## config.mk

```make
export PLATFORM = sky130hd
export DESIGN_NAME = mem_ctrl
export DESIGN_NICKNAME = d
export VERILOG_FILES = /design/src/rtl/mem_ctrl.sv
export SDC_FILE = /design/constraint.sdc
export NUM_CORES = 1
export LEC_CHECK = 0
export CORE_ASPECT_RATIO = 2
export CORE_UTILIZATION = 30
export DETAILED_ROUTE_END_ITERATION = 10
export SLEW_MARGIN = 30
export SYNTH_ARGS = -nofsm -noshare
export SYNTH_HDL_FRONTEND = slang
export SYNTH_SLANG_ARGS = --single-unit
```

## constraint.sdc

```tcl
create_clock -name clk_in -period 4.5 [get_ports clk_in]
set_clock_uncertainty 0.2 [all_clocks]
set_input_delay 0.45 -clock clk_in [delete_from_list [all_inputs] [get_ports clk_in]]
set_output_delay 0.45 -clock clk_in [all_outputs]
set_load 0.05 [all_outputs]
```

## src/rtl/mem_ctrl.sv

```systemverilog
// mem_ctrl: byte-serial IF/LS memory controller on an 8-bit sync-RAM bus.
// Define MEM_CTRL_MISALIGN_CHECK_EN to reject misaligned LS half/word accesses with ls_err.
module mem_ctrl #(
   parameter int ADDR_W    = 32,
   parameter int IO_SEL_HI = 17
) (
   input  logic              clk_in,
   input  logic              rst_in_n,
   input  logic              rdy_in,
   input  logic              io_buffer_full,
   input  logic [7:0]        mem_din,
   output logic [7:0]        mem_dout,
   output logic [ADDR_W-1:0] mem_a,
   output logic              mem_wr,
   input  logic              if_valid,
   input  logic [ADDR_W-1:0] if_addr,
   output logic              if_ready,
   input  logic              if_flush,
   output logic              if_resp_valid,
   output logic [31:0]       if_rdata,
   input  logic              ls_valid,
   input  logic              ls_we,
   input  logic [1:0]        ls_size,
   input  logic              ls_sign,
   input  logic [ADDR_W-1:0] ls_addr,
   input  logic [31:0]       ls_wdata,
   output logic              ls_ready,
   output logic              ls_resp_valid,
   output logic [31:0]       ls_rdata,
   output logic              ls_err
);
   typedef enum logic [2:0] {IDLE, RD, WR, IO_WAIT, RESP} state_t;
   state_t state, state_nxt;
   logic [ADDR_W-1:0] addr, byte_a;
   logic [31:0] wdata, data, ext;
   logic [2:0] n, cap, idx;
   logic live, pend, is_ls, sign, err;
   logic acc_ls, acc_if, misalign, io, rd_issue, rd_cap, wr_fire, flush_if, resp;
`ifdef MEM_CTRL_MISALIGN_CHECK_EN
   assign misalign = (ls_size == 2'd1 && ls_addr[0]) || (ls_size[1] && ls_addr[1:0] != 2'b00);
`else
   assign misalign = 1'b0;
`endif
   assign ls_ready = live && state == IDLE && rdy_in;
   assign if_ready = ls_ready && !ls_valid;
   assign acc_ls   = ls_ready && ls_valid;
   assign acc_if   = if_ready && if_valid;
   // a read keeps one byte in flight, so the next address is cap+pend
   assign idx      = cap + {2'b00, pend};
   assign byte_a   = addr + ADDR_W'(idx);
   assign io       = byte_a[IO_SEL_HI -: 2] == 2'b11;
   assign rd_cap   = state == RD && rdy_in && pend;
   assign rd_issue = state == RD && rdy_in && idx < n;
   assign wr_fire  = (state == WR || state == IO_WAIT) && rdy_in && !(io && io_buffer_full);
   assign flush_if = if_flush && !is_ls && state != IDLE;
   assign resp     = state == RESP && rdy_in;
   always_ff @(posedge clk_in or negedge rst_in_n)
      if (!rst_in_n) state <= IDLE;
      else state <= state_nxt;
   always_comb begin
      state_nxt = state;
      if (flush_if) state_nxt = IDLE;
      else
         case (state)
            IDLE:        state_nxt = acc_ls ? (misalign ? RESP : ls_we ? WR : RD) : acc_if ? RD : IDLE;
            RD:          state_nxt = (rd_cap && cap + 3'd1 == n) ? RESP : RD;
            WR, IO_WAIT: state_nxt = !rdy_in ? state : wr_fire ? (cap + 3'd1 == n ? RESP : WR) : IO_WAIT;
            RESP:        state_nxt = rdy_in ? IDLE : RESP;
            default:     state_nxt = IDLE;
         endcase
   end
   always_ff @(posedge clk_in or negedge rst_in_n)
      if (!rst_in_n) begin
         live  <= 1'b0;
         addr  <= '0;
         n     <= '0;
         cap   <= '0;
         pend  <= 1'b0;
         is_ls <= 1'b0;
         sign  <= 1'b0;
         err   <= 1'b0;
         wdata <= '0;
         data  <= '0;
      end else begin
         live <= 1'b1;
         if (acc_ls || acc_if) begin
            addr  <= acc_ls ? ls_addr : if_addr;
            n     <= !acc_ls ? 3'd4 : ls_size == 2'd0 ? 3'd1 : ls_size == 2'd1 ? 3'd2 : 3'd4;
            cap   <= '0;
            pend  <= 1'b0;
            is_ls <= acc_ls;
            sign  <= ls_sign;
            err   <= acc_ls && misalign;
            wdata <= ls_wdata;
            data  <= '0;
         end else if (rdy_in) begin
            if (rd_cap) data[{cap[1:0], 3'b000} +: 8] <= mem_din;
            if (rd_cap || wr_fire) cap <= cap + 3'd1;
            pend <= rd_issue;
         end else pend <= 1'b0;
      end
   assign mem_a    = (rd_issue || wr_fire) ? byte_a : '0;
   assign mem_wr   = wr_fire;
   assign mem_dout = wr_fire ? wdata[{cap[1:0], 3'b000} +: 8] : 8'h00;
   assign ext = n == 3'd1 ? {{24{sign & data[7]}}, data[7:0]} :
                n == 3'd2 ? {{16{sign & data[15]}}, data[15:0]} : data;
   assign if_resp_valid = resp && !is_ls && !if_flush;
   assign if_rdata      = if_resp_valid ? data : '0;
   assign ls_resp_valid = resp && is_ls;
   assign ls_rdata      = ls_resp_valid ? ext : '0;
   assign ls_err        = ls_resp_valid && err;
endmodule

```

---- Word-level counts from Yosys, hierarchy flattened ----
Cells that the tools add are included.
operators by class
  shifts and indexed selects .............. 3
  add/subtract/negate cells ............... 4
  bitwise gates (word level) .............. 2
  reduce and logical (&&, ||, !) cells .... 35
  magnitude comparators ................... 1
  muxes and demuxes ....................... 29
  eq/ne operators ......................... 10
operators by type and width
  cell                                                                    number
  32-bit 2-to-1 mux                                                       9
  3-bit 2-to-1 mux                                                        12
  32-bit by 3-bit adder with 32-bit output                                1
  32-bit bitwise mux                                                      1
  8-bit by 7-bit variable shift with 32-bit output, first input constant  1
  32-bit by 6-bit variable part select with 8-bit output                  1
  8-bit by 7-bit variable part select with 32-bit output                  1
  1-bit logical AND                                                       18
  3-bit case mux with 4 select lines                                      1
  3-bit by 2-bit equality test with 1-bit output, second input constant   3
  8-bit 2-to-1 mux                                                        1
  5-bit negation with 7-bit output                                        1
  3-bit by 1-bit equality test with 1-bit output, second input constant   2
  2-bit nonzero test                                                      3
  1-bit zero test                                                         4
  1-bit logical OR                                                        4
  2-bit 2-to-1 mux                                                        2
  2-bit AND reduction                                                     2
  3-bit by 1-bit adder with 3-bit output                                  1
  3-bit by 1-bit adder with 3-bit output, second input constant           1
  3-bit equality test                                                     1
  3-bit equality test, second input constant                              1
  3-bit zero test                                                         1
  3-bit less-than comparator                                              1
  8 further kinds                                                         11
word-level totals
  flip-flop bits (word level) ............. 109
  input bits .............................. 115
  word-level logic and storage cells ...... 94
  output and inout port bits .............. 110

---- Logic depth before layout (Yosys ltp) ----
  depth in word-level cells ............... 10
  depth in mapped cells ................... 11
  mapped depth without buffers ............ 10

---- Least setup slack after synthesis ----
No wires, ideal clock.
  kind .................................... register -> output
  start ................................... reg cap[0]
  end ..................................... out mem_a[31]
  arrival ................................. 3130 ps
  required time ........................... 3850 ps
  stages on the path, launching flop included .. 11
  path buffers ............................ 0
  slack ................................... 720 ps
  cell sequence ........................... dfrtp_1 -> ha_1 -> ha_1 -> xor2_1 -> ha_1 -> a21oi_1 -> a2111oi_4 -> nand2_1 -> or4_1 -> xor2_1 -> nor2_2
between the ends
  longest elaborated chain between the ends .. 8
  elaborated cells on any way between the ends .. 10
  those cells by class .................... add/sub (2); order compare (1); eq/ne (1); mux (1); reduce/logical (5)
RTL lines
  item                                      RTL line  RTL
  start: declaration                        36        logic [2:0] n, cap, idx;
  start signal: assignment                  98        if (rd_cap || wr_fire) cap <= cap + 3'd1;
  3-bit by 1-bit adder with 3-bit output *  49        assign idx = cap + {2'b00, pend};
  32-bit by 3-bit adder with 32-bit output  50        assign byte_a = addr + ADDR_W'(idx);
  2-bit equality test                       51        assign io = byte_a[IO_SEL_HI -: 2] == 2'b11;
  1-bit logical AND                         54        assign wr_fire = (state == WR || state == IO_WAIT) && rdy_in && !(io && io_buffer_full);
  1-bit zero test                           54
  1-bit logical AND                         54
  1-bit logical OR                          102       assign mem_a = (rd_issue || wr_fire) ? byte_a : '0;
  32-bit 2-to-1 mux *                       102
  end: declaration                          13        output logic [ADDR_W-1:0] mem_a,
Every way passes the cells marked *; elsewhere a longest branch is shown, timed or not.

---- Final worst setup path ----
  start ................................... reg cap[0]
  end ..................................... out mem_a[11]
The elaborated chain is that of the path after synthesis.

==> impl_metrics.yaml <==
routing:
  wl_per_cell_um: 16.9
  drc: 0
  via_per_inst: 4.81
  routed_wl_um: 20200
  vias: 5738
  antenna_left: 0
  drt_iter0_drc: 224
  drt-pass1-iter-count: 4
pwr:
  switchingPower_uw: 2110
  clkPwrFrac_pct: 16.3
  p_sw_share_pct: 42.8
  finalPower_uw: 4930
  power.leakage_uw: 0.00429
  irDropWorstVdd_v: 0.000269
  powerDensity_nw_per_um2: 508
  p_comb_share_pct: 50.2
  pwr-share-seq_pct: 33.4
  internal_power_uw: 2820
sta:
  fmax_mhz: 235
  hold_viol_final: 0
  timing.setup.tns_ps: 0
  slew_headroom_pct: 47.7
  rsz0062_at_grt: "false"
  slew_violations: 0
  finalCriticalPeriod_ps: 4260
  setup-violations-final: 0
  period_share_pct: 94.7
  worst_pin_slew_ps: 779
logic_synthesis:
  synth_edf_count: 0
  synth-seq-area-share_pct: 42.0
  synth_top_area_share_pct: 42.0
  synth_nets: 843
  syn_avg_cell_area_um2: 9.09
  dominantRegCellSynth: "dfrtp_1"
  yosysWarnings: 0
  synthArstFlopShare_pct: 100
  syn_area_um2: 6490
  synth_cells: 714
  yosysTopAreaCell: "dfrtp_1"
  ys_ff_latch: 109
  synth.distinct_cells: 55
  yosys-top-cells-area: "dfrtp_1 (42%), nand2_1 (9.0%), mux2i_1 (5.1%)"
clocking:
  cts_setup_buffers: 0
  clockBufferDepth: 2
  htreeDepth: 3
  cts_root_buf: "clkbuf_16"
  clock_sinks: 109
  clk-insertion-delay-late_ps: 350
  clkTransAtPathRegs_ps: 80
  cts_tree: "built"
  cts_buffers: 9
finish:
  final_cell_mix: "clkdlybuf4s50_1 (177), nand2_1 (154), dfrtp_1 (109)"
  fin_util_pct: 46.0
  antenna_cells: 0
  area_growth_pct: 49.5
  final_net_count: 1049
  drive_gt1_share_pct: 13.3
  layout_commonest_cell: "clkdlybuf4s50_1"
floorplan:
  ioPinCount: 225
  dieHeight_um: 210
  die_area_um2: 22300
  start_util_pct: 30.7
  die_width_um: 106
  core_area_um2: 21100
  core.rowCount: 75
worst_setup_path:
  critPathKind: "flip-flop to primary output"
  cp-start-kind: "flip-flop"
  critPathMaxFanout: 30
  worstPathRequired_ps: 3850
  crit_path_end_kind: "primary output"
  crit_arrival_ps: 3610
grt:
  grt_pass1_wl_um: 31900
  overflow: 0
  grt_pass1_vias: 5877
  antenna_found_initial: 1
  grt_max_degree: 78
  track_usage_pct: 18.7
job:
  maxCapViolCount: 0
hold_path:
  hold_class: "flip-flop to flip-flop"
placed_design:
  gp_congestion: 0.779
  numPortBuffers: 223
  dpl.hpwl_um: 15900
status:
  status: "finished clean"
-- logic make-up (layout without fill, tap and decap cells) --
family	Yosys count	after routing	share of synthesized area (%)
other	2	2	0.116
AO/OA/AOI/OAI	133	133	13.2
multiplexers	41	41	7.87
AND/OR/NAND/NOR	331	331	25.9
adder cells (fa/ha/maj)	14	14	2.81
XOR/XNOR	33	33	4.45
buffers and inverters	51	262	3.62
flip-flops	109	109	42.0
-- synth_stat cells (13+ instances only) --
master,instances
a21oi_1,29
clkbuf_1,23
xnor2_1,17
nand3_1,14
a22o_1,34
dfrtp_1,109
o21ai_0,53
and2_1,42
mux2i_1,33
nor2_1,26
and3_1,18
nand2_1,155
nor2_2,27
ha_1,13
xor2_1,16
-- path summary, 6_finish.rpt --
path,startpoint,to,slack [ps],cells after the start
worst max-delay path,cap[0],mem_a[11],240,12
worst min-delay path,wdata[16],wdata[16],270,2
worst max register to register,cap[0],state[1],1310,10
worst min register to register,wdata[16],wdata[16],270,2
max in group asynchronous,rst_in_n,data[14],2670,3
min in group asynchronous,rst_in_n,wdata[4],490,2
-- critical path: stages, from the launching register on --
cell and delay (ps):
dfrtp_1 390, ha_1 210, ha_1 190, xor2_1 160
ha_1 360, a21oi_1 180, or4_1 470, nor3b_2 330
o221ai_4 260, a21oi_4 210, buf_12 230, nor2_2 90
buf_12 160
-- routing by layer --
metal | track usage, % | up-vias | wire length, um
met5 | 0 | - | 13
met2 | 36.9 | 162 | 11600
li1 | - | 2866 | -
met4 | 7.38 | 2 | 570
met1 | 19.5 | 2674 | 7330
met3 | 2.35 | 34 | 618
-- state kept, by name, indices dropped and copies added, names as in the netlist --
| name | flops |
|---|---|
| state | 3 |
| pend | 1 |
| live | 1 |
| cap | 3 |
| n | 3 |
| wdata | 32 |
| addr | 32 |
| sign | 1 |
| data | 32 |
| is_ls | 1 |
-- repair_timing --
item / CTS / global route
endpoints found under the hold margin: 76 / 0
endpoints found under the setup margin: 0 / 32
hold buffers: 1 / 0
resized for setup: 0 / 1
-- power groups by stage --
stage	logic (uW)	clock network [uW]	registers, uW
finish	2470	804	1650
detailed placement	2500	0	1670
floorplan	1550	0	1570
CTS	2510	834	1650
global placement	2480	0	1650
global route	2680	864	1710
-- through the flow --
step	instances	setup WS, ps	instance area, um^2	hold slack [ps]
global placement	1177	659	9380	253
CTS	1194	148	9690	278
finish	1194	241	9700	270
floorplan	714	720	6490	-45.6
detailed placement	1177	557	9390	260
global route	1194	42.4	9700	305
-- cell type report --
cell class / instances / area (um^2)
Clock buffer: 10 / 239
Clock inverter: 6 / 55.1
Fill cell: 2058 / 11400
Inverter: 11 / 41.3
Multi-Input combinational cell: 554 / 3560
Sequential cell: 109 / 2730
Tap cell: 269 / 337
Timing Repair Buffer: 235 / 2740
Note: power is estimated with default switching activity, not from simulation.
